`config.mk`:
```
export PLATFORM = sky130hd
export DESIGN_NAME = fir_mac_sequencer_flat
export DESIGN_NICKNAME = d
export VERILOG_FILES = /design/src/rtl/fir_pkg.sv /design/src/rtl/fir_mac_sequencer_if.sv /design/src/rtl/fir_tap_counter.sv /design/src/rtl/fir_mac_sequencer.sv /design/src/flat_wrapper.sv
export SDC_FILE = /design/constraint.sdc
export NUM_CORES = 1
export LEC_CHECK = 0
export BUFFER_PORTS_ARGS = -buffer_cell sky130_fd_sc_hd__buf_2
export CAP_MARGIN = 20
export CORE_MARGIN = 2
export CORE_UTILIZATION = 43
export DETAILED_ROUTE_END_ITERATION = 16
export HOLD_SLACK_MARGIN = 0.06
export PLACE_DENSITY = 0.82
export SLEW_MARGIN = 40
export SYNTH_ARGS = -nofsm -noshare
export SYNTH_HDL_FRONTEND = slang
export SYNTH_SLANG_ARGS = --single-unit
export TNS_END_PERCENT = 50
```
`constraint.sdc`:
```
create_clock -name iClk_12MHz -period 1.6 [get_ports iClk_12MHz]
set_clock_uncertainty 0.15 [all_clocks]
set_input_delay 0 -clock iClk_12MHz [delete_from_list [all_inputs] [get_ports iClk_12MHz]]
set_output_delay 0 -clock iClk_12MHz [all_outputs]
set_load 0.05 [all_outputs]
```
`src/rtl/fir_pkg.sv`:
```
// Shared defaults, FSM state encoding and helpers for the FIR MAC sequencer.
// Instances override the widths through parameters; these are only the defaults.
package fir_pkg;

    localparam int TAPS_DEF    = 10;
    localparam int COEFF_W_DEF = 16;
    localparam int ADDR_W_DEF  = 4;

    typedef enum logic [2:0] {
        ST_IDLE   = 3'd0,
        ST_UPDATE = 3'd1,
        ST_READ   = 3'd2,
        ST_LAST   = 3'd3,
        ST_DONE   = 3'd4
    } state_e;

    // True when a CPU address maps onto a real coefficient slot.
    function automatic logic tap_in_range(input int addr, input int taps);
        return (addr < taps);
    endfunction

endpackage

```
`src/rtl/fir_mac_sequencer_if.sv`:
```
// Control bus of the FIR MAC sequencer: sample strobe, CPU coefficient port,
// coefficient SRAM port and MAC datapath controls; no flow control on any of it.
interface fir_mac_sequencer_if #(
    parameter int ADDR_W  = fir_pkg::ADDR_W_DEF,
    parameter int COEFF_W = fir_pkg::COEFF_W_DEF
);

    logic               iEnSample_600kHz;
    logic               iCoeffUpdateFlag;
    logic               iCsnRam;
    logic               iWrnRam;
    logic [ADDR_W-1:0]  iAddrRam;
    logic [COEFF_W-1:0] iWrDtRam;

    logic               oMemCsn;
    logic               oMemWrn;
    logic [ADDR_W-1:0]  oMemAddr;
    logic [COEFF_W-1:0] oMemWrDt;
    logic [ADDR_W-1:0]  oDelayAddr;
    logic               oMacEn;
    logic               oMacClr;
    logic               oAccDone;
    logic               oBusy;
    logic               oSampleSkip;
    logic               oOverrun;
    logic               oAddrErr;

    // Environment side: drives strobe and CPU port, observes SRAM/MAC controls.
    modport master (
        output iEnSample_600kHz, iCoeffUpdateFlag, iCsnRam, iWrnRam, iAddrRam, iWrDtRam,
        input  oMemCsn, oMemWrn, oMemAddr, oMemWrDt, oDelayAddr,
        input  oMacEn, oMacClr, oAccDone, oBusy, oSampleSkip, oOverrun, oAddrErr
    );

    // Sequencer side.
    modport slave (
        input  iEnSample_600kHz, iCoeffUpdateFlag, iCsnRam, iWrnRam, iAddrRam, iWrDtRam,
        output oMemCsn, oMemWrn, oMemAddr, oMemWrDt, oDelayAddr,
        output oMacEn, oMacClr, oAccDone, oBusy, oSampleSkip, oOverrun, oAddrErr
    );

endinterface

```
`src/rtl/fir_tap_counter.sv`:
```
// Tap index counter: clear wins over enable, counting stops at TAPS-1 and
// tc_o flags that terminal index combinationally from the registered count.
module fir_tap_counter
    import fir_pkg::*;
#(
    parameter int TAPS   = TAPS_DEF,
    parameter int ADDR_W = ADDR_W_DEF
) (
    input  logic              clk_i,
    input  logic              rst_i,
    input  logic              clr_i,
    input  logic              en_i,
    output logic [ADDR_W-1:0] cnt_o,
    output logic              tc_o
);

    localparam logic [ADDR_W-1:0] LAST_IDX = ADDR_W'(TAPS - 1);

    logic [ADDR_W-1:0] cnt_q;
    logic [ADDR_W-1:0] cnt_d;

    always_comb begin
        cnt_d = cnt_q;
        if (clr_i) begin
            cnt_d = '0;
        end else if (en_i && !tc_o) begin
            cnt_d = cnt_q + 1'b1;
        end
    end

    always_ff @(posedge clk_i) begin
        if (rst_i) begin
            cnt_q <= '0;
        end else begin
            cnt_q <= cnt_d;
        end
    end

    assign cnt_o = cnt_q;
    assign tc_o  = (cnt_q == LAST_IDX);

endmodule

```
`src/rtl/fir_mac_sequencer.sv`:
```
// Sequences TAPS coefficient reads and MAC enables per sample strobe (strobe->oAccDone = TAPS+2 clocks)
// and hands the coefficient SRAM to the CPU between samples; no backpressure, surplus strobes are flagged.
module fir_mac_sequencer
    import fir_pkg::*;
#(
    parameter int TAPS    = TAPS_DEF,
    parameter int COEFF_W = COEFF_W_DEF,
    parameter int ADDR_W  = ADDR_W_DEF
) (
    input  logic               iClk_12MHz,
    input  logic               iRst,
    fir_mac_sequencer_if.slave bus
);

    state_e             state_q;
    logic               mem_csn_q;
    logic               mem_wrn_q;
    logic [ADDR_W-1:0]  mem_addr_q;
    logic [COEFF_W-1:0] mem_wrdt_q;
    logic [ADDR_W-1:0]  delay_addr_q;
    logic               mac_en_q;
    logic               mac_clr_q;
    logic               acc_done_q;
    logic               busy_q;
    logic               skip_q;
    logic               overrun_q;
    logic               addr_err_q;

    logic [ADDR_W-1:0]  tap_cnt;
    logic               tap_tc;
    logic [ADDR_W-1:0]  rd_addr_d;
    logic               strobe;
    logic               cpu_sel;
    logic               cpu_addr_ok;

    assign strobe      = bus.iEnSample_600kHz;
    assign cpu_sel     = !bus.iCsnRam;
    assign cpu_addr_ok = tap_in_range(int'(bus.iAddrRam), TAPS);
    assign rd_addr_d   = tap_cnt + 1'b1;

    // The counter holds zero outside READ, so every sequence starts at tap 0.
    fir_tap_counter #(
        .TAPS   (TAPS),
        .ADDR_W (ADDR_W)
    ) u_tap_counter (
        .clk_i  (iClk_12MHz),
        .rst_i  (iRst),
        .clr_i  (state_q != ST_READ),
        .en_i   (state_q == ST_READ),
        .cnt_o  (tap_cnt),
        .tc_o   (tap_tc)
    );

    always_ff @(posedge iClk_12MHz) begin
        if (iRst) begin
            state_q      <= ST_IDLE;
            mem_csn_q    <= 1'b1;
            mem_wrn_q    <= 1'b1;
            mem_addr_q   <= '0;
            mem_wrdt_q   <= '0;
            delay_addr_q <= '0;
            mac_en_q     <= 1'b0;
            mac_clr_q    <= 1'b0;
            acc_done_q   <= 1'b0;
            busy_q       <= 1'b0;
            skip_q       <= 1'b0;
            overrun_q    <= 1'b0;
            addr_err_q   <= 1'b0;
        end else begin
            // SRAM read data lands one clock after each READ cycle; the MAC follows it.
            mac_en_q   <= (state_q == ST_READ);
            mac_clr_q  <= (state_q == ST_READ) && (tap_cnt == '0);
            acc_done_q <= 1'b0;
            skip_q     <= 1'b0;
            overrun_q  <= 1'b0;
            addr_err_q <= 1'b0;

            case (state_q)
                ST_IDLE: begin
                    mem_csn_q <= 1'b1;
                    mem_wrn_q <= 1'b1;
                    if (bus.iCoeffUpdateFlag) begin
                        state_q <= ST_UPDATE;
                        skip_q  <= strobe;
                    end else if (strobe) begin
                        state_q      <= ST_READ;
                        mem_csn_q    <= 1'b0;
                        mem_addr_q   <= '0;
                        delay_addr_q <= '0;
                        busy_q       <= 1'b1;
                    end
                end

                ST_UPDATE: begin
                    skip_q <= strobe;
                    if (!bus.iCoeffUpdateFlag) begin
                        state_q   <= ST_IDLE;
                        mem_csn_q <= 1'b1;
                        mem_wrn_q <= 1'b1;
                    end else begin
                        // Out-of-range CPU addresses never select the SRAM.
                        mem_csn_q  <= !(cpu_sel && cpu_addr_ok);
                        mem_wrn_q  <= bus.iWrnRam;
                        mem_addr_q <= bus.iAddrRam;
                        mem_wrdt_q <= bus.iWrDtRam;
                        addr_err_q <= cpu_sel && !cpu_addr_ok;
                    end
                end

                ST_READ: begin
                    overrun_q <= strobe;
                    if (tap_tc) begin
                        state_q      <= ST_LAST;
                        mem_csn_q    <= 1'b1;
                        mem_addr_q   <= '0;
                        delay_addr_q <= '0;
                    end else begin
                        mem_addr_q   <= rd_addr_d;
                        delay_addr_q <= rd_addr_d;
                    end
                end

                ST_LAST: begin
                    overrun_q  <= strobe;
                    acc_done_q <= 1'b1;
                    state_q    <= ST_DONE;
                end

                ST_DONE: begin
                    overrun_q <= strobe;
                    busy_q    <= 1'b0;
                    state_q   <= ST_IDLE;
                end

                default: begin
                    state_q   <= ST_IDLE;
                    mem_csn_q <= 1'b1;
                    mem_wrn_q <= 1'b1;
                    busy_q    <= 1'b0;
                end
            endcase
        end
    end

    assign bus.oMemCsn     = mem_csn_q;
    assign bus.oMemWrn     = mem_wrn_q;
    assign bus.oMemAddr    = mem_addr_q;
    assign bus.oMemWrDt    = mem_wrdt_q;
    assign bus.oDelayAddr  = delay_addr_q;
    assign bus.oMacEn      = mac_en_q;
    assign bus.oMacClr     = mac_clr_q;
    assign bus.oAccDone    = acc_done_q;
    assign bus.oBusy       = busy_q;
    assign bus.oSampleSkip = skip_q;
    assign bus.oOverrun    = overrun_q;
    assign bus.oAddrErr    = addr_err_q;

endmodule

```
`src/flat_wrapper.sv`:
```
// flat-port wrapper written by rule: the top's interface ports become plain ports
module fir_mac_sequencer_flat import fir_pkg::*;
#(
    parameter int TAPS    = TAPS_DEF,
    parameter int COEFF_W = COEFF_W_DEF,
    parameter int ADDR_W  = ADDR_W_DEF
)
  (iClk_12MHz, iRst, bus_iEnSample_600kHz, bus_iCoeffUpdateFlag, bus_iCsnRam, bus_iWrnRam, bus_iAddrRam, bus_iWrDtRam, bus_oMemCsn, bus_oMemWrn, bus_oMemAddr, bus_oMemWrDt, bus_oDelayAddr, bus_oMacEn, bus_oMacClr, bus_oAccDone, bus_oBusy, bus_oSampleSkip, bus_oOverrun, bus_oAddrErr);
  fir_mac_sequencer_if #(.ADDR_W(ADDR_W), .COEFF_W(COEFF_W)) bus_i ();
  input  logic iClk_12MHz;
  input  logic iRst;
  input wire logic [$bits(bus_i.iEnSample_600kHz)-1:0] bus_iEnSample_600kHz;
  input wire logic [$bits(bus_i.iCoeffUpdateFlag)-1:0] bus_iCoeffUpdateFlag;
  input wire logic [$bits(bus_i.iCsnRam)-1:0] bus_iCsnRam;
  input wire logic [$bits(bus_i.iWrnRam)-1:0] bus_iWrnRam;
  input wire logic [$bits(bus_i.iAddrRam)-1:0] bus_iAddrRam;
  input wire logic [$bits(bus_i.iWrDtRam)-1:0] bus_iWrDtRam;
  output wire logic [$bits(bus_i.oMemCsn)-1:0] bus_oMemCsn;
  output wire logic [$bits(bus_i.oMemWrn)-1:0] bus_oMemWrn;
  output wire logic [$bits(bus_i.oMemAddr)-1:0] bus_oMemAddr;
  output wire logic [$bits(bus_i.oMemWrDt)-1:0] bus_oMemWrDt;
  output wire logic [$bits(bus_i.oDelayAddr)-1:0] bus_oDelayAddr;
  output wire logic [$bits(bus_i.oMacEn)-1:0] bus_oMacEn;
  output wire logic [$bits(bus_i.oMacClr)-1:0] bus_oMacClr;
  output wire logic [$bits(bus_i.oAccDone)-1:0] bus_oAccDone;
  output wire logic [$bits(bus_i.oBusy)-1:0] bus_oBusy;
  output wire logic [$bits(bus_i.oSampleSkip)-1:0] bus_oSampleSkip;
  output wire logic [$bits(bus_i.oOverrun)-1:0] bus_oOverrun;
  output wire logic [$bits(bus_i.oAddrErr)-1:0] bus_oAddrErr;
  assign bus_i.iEnSample_600kHz = bus_iEnSample_600kHz;
  assign bus_i.iCoeffUpdateFlag = bus_iCoeffUpdateFlag;
  assign bus_i.iCsnRam = bus_iCsnRam;
  assign bus_i.iWrnRam = bus_iWrnRam;
  assign bus_i.iAddrRam = bus_iAddrRam;
  assign bus_i.iWrDtRam = bus_iWrDtRam;
  assign bus_oMemCsn = bus_i.oMemCsn;
  assign bus_oMemWrn = bus_i.oMemWrn;
  assign bus_oMemAddr = bus_i.oMemAddr;
  assign bus_oMemWrDt = bus_i.oMemWrDt;
  assign bus_oDelayAddr = bus_i.oDelayAddr;
  assign bus_oMacEn = bus_i.oMacEn;
  assign bus_oMacClr = bus_i.oMacClr;
  assign bus_oAccDone = bus_i.oAccDone;
  assign bus_oBusy = bus_i.oBusy;
  assign bus_oSampleSkip = bus_i.oSampleSkip;
  assign bus_oOverrun = bus_i.oOverrun;
  assign bus_oAddrErr = bus_i.oAddrErr;
  fir_mac_sequencer #(.TAPS(TAPS), .COEFF_W(COEFF_W), .ADDR_W(ADDR_W)) u_core (.iClk_12MHz(iClk_12MHz), .iRst(iRst), .bus(bus_i));
endmodule
```
==> results, run 1 <==
- The flow ran to the end, and the final reports show no timing, DRC or antenna violations.
- 0 antenna diodes ended up in the layout.
- In this run the static leakage power is a little over 0.001 uW.
- Across all register-to-register paths, the minimum setup slack is 0.06 ns.
- The end of the worst hold path is u_core.bus.oAddrErr.
- The instance count of the mapped netlist is around 180.
- Row generation in the floorplan step produced 22 rows.
- For this design the ratio of total power to cell area is roughly 910 nW/um^2.
- Once detail routing completed, the nets flagged for antenna violations numbered 0.
- The part of the total power dissipated in combinational logic is 18.2%.
- The longest clock path from root to sink contains 2 buffers.
- Setup repair after global routing could not meet its margin everywhere.
- The total congestion overflow is 0.
- Counting instances, the worst hold path has a depth of 3.
- STA puts the critical path data arrival time at 1.57 ns.
- The first global-routing pass estimated 6.44 mm of wire.
- The largest vdd supply drop is slightly above 600 uV.
- The combined area of the multi-input logic cells is 723 sq um.
- The worst flop-to-flop path endpoint is u_core.bus.oMemAddr[1].
- The average instance in the mapped netlist occupies 9.07 sq um.
- Dividing the detail-routed wire length by the instance count gives 12.5 microns.
- The floorplan step defined a die boundary enclosing 4280 sq um.
- The total area inside the core boundary comes to between 3000 and 4000 sq um.
- The distinct cell type count after synthesis is 40.
- For the pin with the worst max-slew slack, the measured transition is slightly below 0.3 ns.
- The number of iterations in the first detailed-routing pass is 4.
- The fraction of synthesis flops using an asynchronous set or reset pin is 0%.
- The post-synthesis cell area is 1620 sq um.
- Wires add up to ~3.9 mm.
- Buffers inserted during clock tree synthesis total 5.
- Setup violations remaining at the end of the flow were counted as 0.
- The flop and latch count out of synthesis is 40.
- Summed over all nets, the half-perimeter wirelength after detailed placement is 2.67 mm.
- The worst setup path is captured at a register.
- The relative contribution of sequential cells to total power is 50.1%.
- Timing would allow up to roughly 650 MHz.
- The post-route netlist has 31.3% of its cells at a drive strength greater than 1.
- The net switching power is 564 uW.
- The flip-flop cell with the highest count after synthesis is sky130_fd_sc_hd__dfxtp_1.
- The clock drives 40 sinks.
- Once placement finished, the instance area stood at 1970 sq um.
- In the final layout, flip-flops and latches occupy between 800 and 900 sq um.
- The worst slack at placement is -0.0364 ns.
- In the synthesized netlist, the cells that appear most often are sky130_fd_sc_hd__dfxtp_1, sky130_fd_sc_hd__nand2_1, sky130_fd_sc_hd__a21oi_1.
- The synthesis warning total is 0.
- CTS placed an instance of sky130_fd_sc_hd__clkbuf_8 at the clock tree root.
- Dividing the detail-routed via count by the number of cells gives 4.87.
- The number of max-cap violations is 0.
- Clock-pin slew was measured on the worst setup and hold paths at 0.07 ns.
- After clock tree synthesis, the setup repair step added 0 buffers.
- At the end of routability-driven placement, the weighted congestion stood at just under 0.9.
- The number of placed I/O pins is 59.
- From left edge to right edge, the die measures 65.4 microns.
- The share of the synthesized area in the top cell type is slightly below 50%.
- In the finished design, the share of the clock period the worst path needs comes to 96.0%.
- CTS built an H-tree with a depth of 2.
- The final period demand of the worst path is 1.54 ns.
- The number of nets in the synthesized netlist is 208.
- The later pin in the worst-skew pair is clocked with a latency of 0.29 ns.
- At the end of the flow the core is filled with cells to 63.9%.
- In this run, the clock network consumes 31.7% of the power.
- The initial utilization of the core area, before any placement, comes to 44.7%.
- The count of unresolved DRC violations after routing is 0.
- The all-layer global routing usage is 20.2%.
- The total count of max-transition violations in the final report is 0.
- The biggest area contributor in the post-synthesis netlist is sky130_fd_sc_hd__dfxtp_1.
- The top fanout value on the critical path is 7.
- The final worst setup slack is 0.0636 ns.
- The sequential element share of the synthesized area is 49.3%.
- The iteration-0 DRC count of the detailed router is 84.
- TritonCTS built the clock tree.
- The cell-internal power is roughly 1500 uW.
- The number of nets in the layout is 296.
- The vertical die dimension is 65.4 microns.
- The start point of the worst min-delay path is bus_iCsnRam.
- The startpoint of the most critical register-to-register path is u_core.u_tap_counter.cnt_o[1].
- The routed via count is 1540.
- Ranked by total cell area, the synthesized netlist is headed by sky130_fd_sc_hd__dfxtp_1, sky130_fd_sc_hd__nand2_1, sky130_fd_sc_hd__a21oi_1.
- The quantity of I/O buffers inserted on ports is 58.
- The via count of the first global-routing pass is 1481.
- Yosys mapped a number of flops with a built-in enable equal to 0.
- The switching part of the total power is 26.8%.
- Setup total negative slack on the finished layout was measured at 0 ns.
- The count of final hold-check violations is 0.
- The relative max-transition margin is 80.0%.
- The worst setup path is launched from a register.
- The depth of the most critical reg-to-reg path is 6.
- After routing the design area is 2320 sq um.
- The tightest min-delay check is of the in -> reg type.
- The initial antenna violation count is 0.
- The data required time of the critical path is 1.63 ns.
- The critical path class is reg -> reg.
- Entering global routing, the biggest net connects 28 pins.
- The total design power is 2100 uW.
- Fill cells in the final layout number 315.
- The area growth from synthesis to layout is 43.0%.
==> per-stage QoR <==
step / cells / hold slack, ns
after floorplan: 179 / -0.0790
after global placement: 283 / 0.0501
after detailed placement: 283 / 0.0424
after CTS: 316 / 0.277
after global routing: 316 / 0.294
final: 316 / 0.290
==> state kept, by name, summed over array words and instances (netlist names) <==
name,cells
u_core.bus.oMemWrDt,16
u_core.bus.oOverrun,1
u_core.state_q,3
u_core.bus.oMemCsn,1
u_core.bus.oMemWrn,1
u_core.bus.oDelayAddr,4
u_core.bus.oMacEn,1
u_core.bus.oBusy,1
u_core.bus.oAccDone,1
u_core.bus.oMacClr,1
u_core.bus.oMemAddr,4
u_core.bus.oAddrErr,1
u_core.bus.oSampleSkip,1
u_core.u_tap_counter.cnt_o,4
==> layout by cell type (no fill, tap or decap), drive strengths merged, types with 2 or more instances in the layout <==
master       synthesis  routed
o21ai                4       4
xor2                 3       3
nand3                2       2
a22oi                4       4
buf                 10      68
clkbuf               2       8
nand3b               2       2
a21oi               21      21
nor2                11      11
and3                 2       2
inv                  4       4
a2bb2oi              2       2
nor4b                2       2
ha                   3       3
nand2               41      41
nor2b                2       2
nand2b               3       3
and2                 2       2
dlygate4sd3          0      25
dfxtp               40      40
nor3b                3       3
or2                  2       2
o2bb2ai              4       4
==> how the worst max path moves through the flow <==
| stage | from | end | slack, ns | cells after the start |
|---|---|---|---|---|
| detailed placement | u_core.state_q[1] | u_core.bus.oMemAddr[1] | -0.04 | 4 |
| finish | u_core.u_tap_counter.cnt_o[1] | u_core.bus.oMemAddr[1] | 0.06 | 6 |
| CTS | u_core.u_tap_counter.cnt_o[0] | u_core.bus.oMemAddr[1] | 0.05 | 5 |
| global placement | u_core.state_q[1] | u_core.bus.oMemAddr[0] | 0.09 | 4 |
| global route | u_core.u_tap_counter.cnt_o[1] | u_core.bus.oMemAddr[1] | -0.03 | 6 |
| floorplan | u_core.state_q[2] | u_core.bus.oMemCsn | 0.08 | 6 |
==> power groups by stage <==
stage / registers [uW] / logic, uW / clock network, uW
floorplan: 1170 / 136 / 0
global placement: 1070 / 327 / 0
detailed placement: 1070 / 330 / 0
CTS: 1050 / 378 / 693
global route: 1060 / 412 / 738
finish: 1050 / 381 / 666
==> timing repair <==
| item | in CTS | in global routing |
|---|---|---|
| hold endpoints to repair | 31 | 0 |
| hold buffers | 25 | 0 |
| gates resized for setup | 1 | 5 |
| endpoints found under the setup margin | 2 | 10 |
| gates cloned | 0 | 0 |
==> critical path, stage by stage, from the launching register on <==
cell and delay, ns:
sky130_fd_sc_hd__dfxtp_1 0.35, sky130_fd_sc_hd__inv_1 0.09, sky130_fd_sc_hd__ha_1 0.14, sky130_fd_sc_hd__nand3b_1 0.14, sky130_fd_sc_hd__and2_2 0.27, sky130_fd_sc_hd__a22oi_1 0.22
sky130_fd_sc_hd__o2bb2ai_1 0.08
==> per-layer routing <==
metal	track usage, %	part of all wire (%)	vias up
met3	5.82	5.2	13
met4	13.0	4.0	0
met2	31.9	47	56
met5	0	0	-
li1	-	-	777
met1	23.8	44	694
==> final cells by class <==
| class | instances | area share, % |
|---|---|---|
| inverters | 4 | 0.647 |
| repair buffers | 93 | 27.1 |
| multi-input cells | 123 | 31.2 |
| flip-flops and latches | 40 | 34.7 |
| well taps | 48 | 2.59 |
| clock buffers | 8 | 3.88 |
==> cells by family (layout without fill, tap and decap cells) <==
logic type               count (synthesis)  in the layout  synth area share (%)
flip-flops                              40             40                  49.3
adder cells (fa/ha/maj)                  3              3                  2.31
AND/OR/NAND/NOR                         75             75                  24.2
XOR/XNOR                                 3              3                  1.62
buffers and inverters                   16            105                  6.55
AO/OA/AOI/OAI                           42             42                  16.0
(Power assumes the default switching activity.)
==> run 2: changes to the inputs <==
--- a/config.mk
+++ b/config.mk
@@ -7,11 +7,11 @@
 export LEC_CHECK = 0
 export BUFFER_PORTS_ARGS = -buffer_cell sky130_fd_sc_hd__buf_2
 export CAP_MARGIN = 20
-export CORE_MARGIN = 2
-export CORE_UTILIZATION = 43
+export CORE_MARGIN = 3
+export CORE_UTILIZATION = 30
 export DETAILED_ROUTE_END_ITERATION = 16
 export HOLD_SLACK_MARGIN = 0.06
-export PLACE_DENSITY = 0.82
+export PLACE_DENSITY = 0.63
 export SLEW_MARGIN = 40
 export SYNTH_ARGS = -nofsm -noshare
 export SYNTH_HDL_FRONTEND = slang
==> results, run 2 (synthesis results as in run 1) <==
- The first global-routing pass estimated 6.92 mm of wire.
- CTS saw 40 sinks.
- The number of antenna diodes in the final layout is 0.
- The power share of the clock group is 31.0%.
- The slowest stage of the critical path belongs to the cell sky130_fd_sc_hd__dfxtp_1.
- In this run the worst path has a maximum fanout of 6.
- In this run the tool buffered the top-level ports with 58 buffer cells.
- The cell-internal power is roughly 1500 uW.
- The total die area is 6330 sq um.
- The total number of placement rows is 26.
- At the pin with the least slew margin, the transition time is 0.301 ns.
- The die is 79.6 microns wide.
- The number of max-cap violations is 0.
- The initial standard-cell utilization of the core is 31.4%.
- The first detailed-routing pass ran for 4 iterations.
- The clock tree from TritonCTS is yes.
- Across the VDD grid, the largest voltage drop is 354 uV.
- The growth of design area from synthesis to finish is 47.1%.
- In this run, CTS created clock tree buffers numbering 5.
- Combinational logic is responsible for 18.9% of the overall power.
- Of the total power, registers draw 50.0%.
- STA classifies the critical path startpoint as a register.
- The library cell used most frequently in the layout, excluding fill and tap cells, is sky130_fd_sc_hd__buf_2.
- The detail-routed via count per cell is between 4 and 5.
- The final layout contains routed wiring with a total length of just over 4 mm.
- The initial antenna violation count is 0.
- The total area inside the core boundary comes to 5170 sq um.
- At the later pin of the worst-skew pair, clock insertion delay measures 0.29 ns.
- After the first detailed-routing iteration, the DRC count stood at 55.
- The master cell of the clock root buffer is sky130_fd_sc_hd__clkbuf_8.
- For the worst setup path, the data arrival time is 1.57 ns.
- The residual antenna-violating net count after detailed routing is 0.
- After detailed placement, the total cell area comes to 2030 sq um.
- The routed wire length per instance is roughly 12 microns.
- Setup repair after global routing left no endpoint under its margin.
- Setup total negative slack on the finished layout was measured at 0 ns.
- The worst pin sits at a relative slew slack of 79.8%.
- The number of nets in the layout is 301.
- Detailed placement ended at an HPWL of around 2.9 mm.
- The fmax is 661 MHz.
- In this run the count of I/O pins placed on the die edge is a little under 60.
- The cell area power density is 877 nW/um^2.
- The data required time of the critical path is 1.65 ns.
- The post-route netlist has between 30% and 40% of its cells at a drive strength greater than 1.
- The count of final hold-check violations is 0.
- Entering global routing, the biggest net connects 28 pins.
- For this block, the via count after detailed routing is 1541.
- Traced cell by cell, the critical path runs through or2_4 -> or2_1 -> nor4b_4.
- The top cell types in the final layout, fill and taps aside, are sky130_fd_sc_hd__buf_2, sky130_fd_sc_hd__nand2_1, sky130_fd_sc_hd__dfxtp_1.
- The clock period could shrink to 1.51 ns.
- The clock passes through at most 2 buffers.
- The flip-flop count of the largest register, all copies and words added is 16.
- The total count of max-transition violations in the final report is 0.
- After global routing the overflow that remains totals 0.
- The number of H-tree levels is 2.
- The critical path in this run is classified as reg -> reg.
- The type of the tightest min-delay check is reg -> reg.
- The vertical die dimension is 79.6 microns.
- The leakage power figure is 0.00106 uW.
- In the routed design, unresolved DRC markers number 0.
- The total non-filler cell area in the finished layout is 2390 sq um.
- Setup violations remaining at the end of the flow were counted as 0.
- For this run, the slowest stage of the critical path takes ~0.37 ns.
- The switching part of the total power is 28.5%.
- In the finished design, the share of the clock period the worst path needs comes to 94.6%.
- The flow ran to the end, and the final reports show no timing, DRC or antenna violations.
- The net switching power is 597 uW.
- Clock-pin slew was measured on the worst setup and hold paths at 0.08 ns.
- The via count of the first global-routing pass is ~1500.
- The global placer's final weighted congestion is around 0.79.
- The endpoint type of the worst setup path is a register.
- The all-layer global routing usage is 14.1%.
-- run 2: per-layer routing --
layer / up-vias / GRT usage (%) / routed length (microns)
met4: 0 / 6.70 / 77
met1: 700 / 17.7 / 1950
met2: 44 / 22.0 / 1890
met3: 6 / 3.84 / 213
li1: 791 / - / -
met5: - / 0 / 0
-- run 2: critical path: cells and delay by family (launching register included) --
family	cells	cell delay (ns)
DFF	1	0.37
and+or+nand+nor	3	0.90
-- run 2: worst paths after layout --
| check | from | endpoint | slack [ns] | depth (start not counted) |
|---|---|---|---|---|
| min reg2reg | u_core.bus.oMemWrDt[3] | u_core.bus.oMemWrDt[3] | 0.30 | 2 |
| min | u_core.bus.oMemWrDt[3] | u_core.bus.oMemWrDt[3] | 0.30 | 2 |
| max reg2reg | u_core.state_q[2] | u_core.bus.oMacClr | 0.09 | 3 |
| max | u_core.state_q[2] | u_core.bus.oMacClr | 0.09 | 3 |
-- run 2: layout make-up --
type                       count  area (sq um)
tap                           70          87.6
sequential                    40           801
inverter                       4          15.0
clock buffer                   5          68.8
timing repair buffer          98           666
clock inverter                 3          18.8
multi-input combinational    123           731
fill                         503          2790
-- run 2: metrics by stage --
step	util [%]	hold WS, ns	cells	total power (uW)	setup slack [ns]
after global routing	46.2	0.293	343	2230	0.00935
after floorplan	-	-0.0790	179	1300	0.0837
after detailed placement	39.2	0.0477	309	1410	0.0840
after global placement	39.2	0.0529	309	1410	0.106
final	46.2	0.303	343	2090	0.0863
after CTS	45.7	0.283	342	2120	0.0555
-- run 2: power by group through the flow --
stage | clock network, uW | logic (uW) | registers (uW)
floorplan | 0 | 136 | 1170
global placement | 0 | 339 | 1070
detailed placement | 0 | 339 | 1070
CTS | 690 | 386 | 1050
global route | 746 | 429 | 1050
finish | 649 | 396 | 1050
-- run 2: timing repair --
item,4_1_cts,5_1_grt
endpoints found under the setup margin,0,22
endpoints found under the hold margin,32,0
resized for setup,0,7
hold buffers,25,0
buffers inserted,0,1
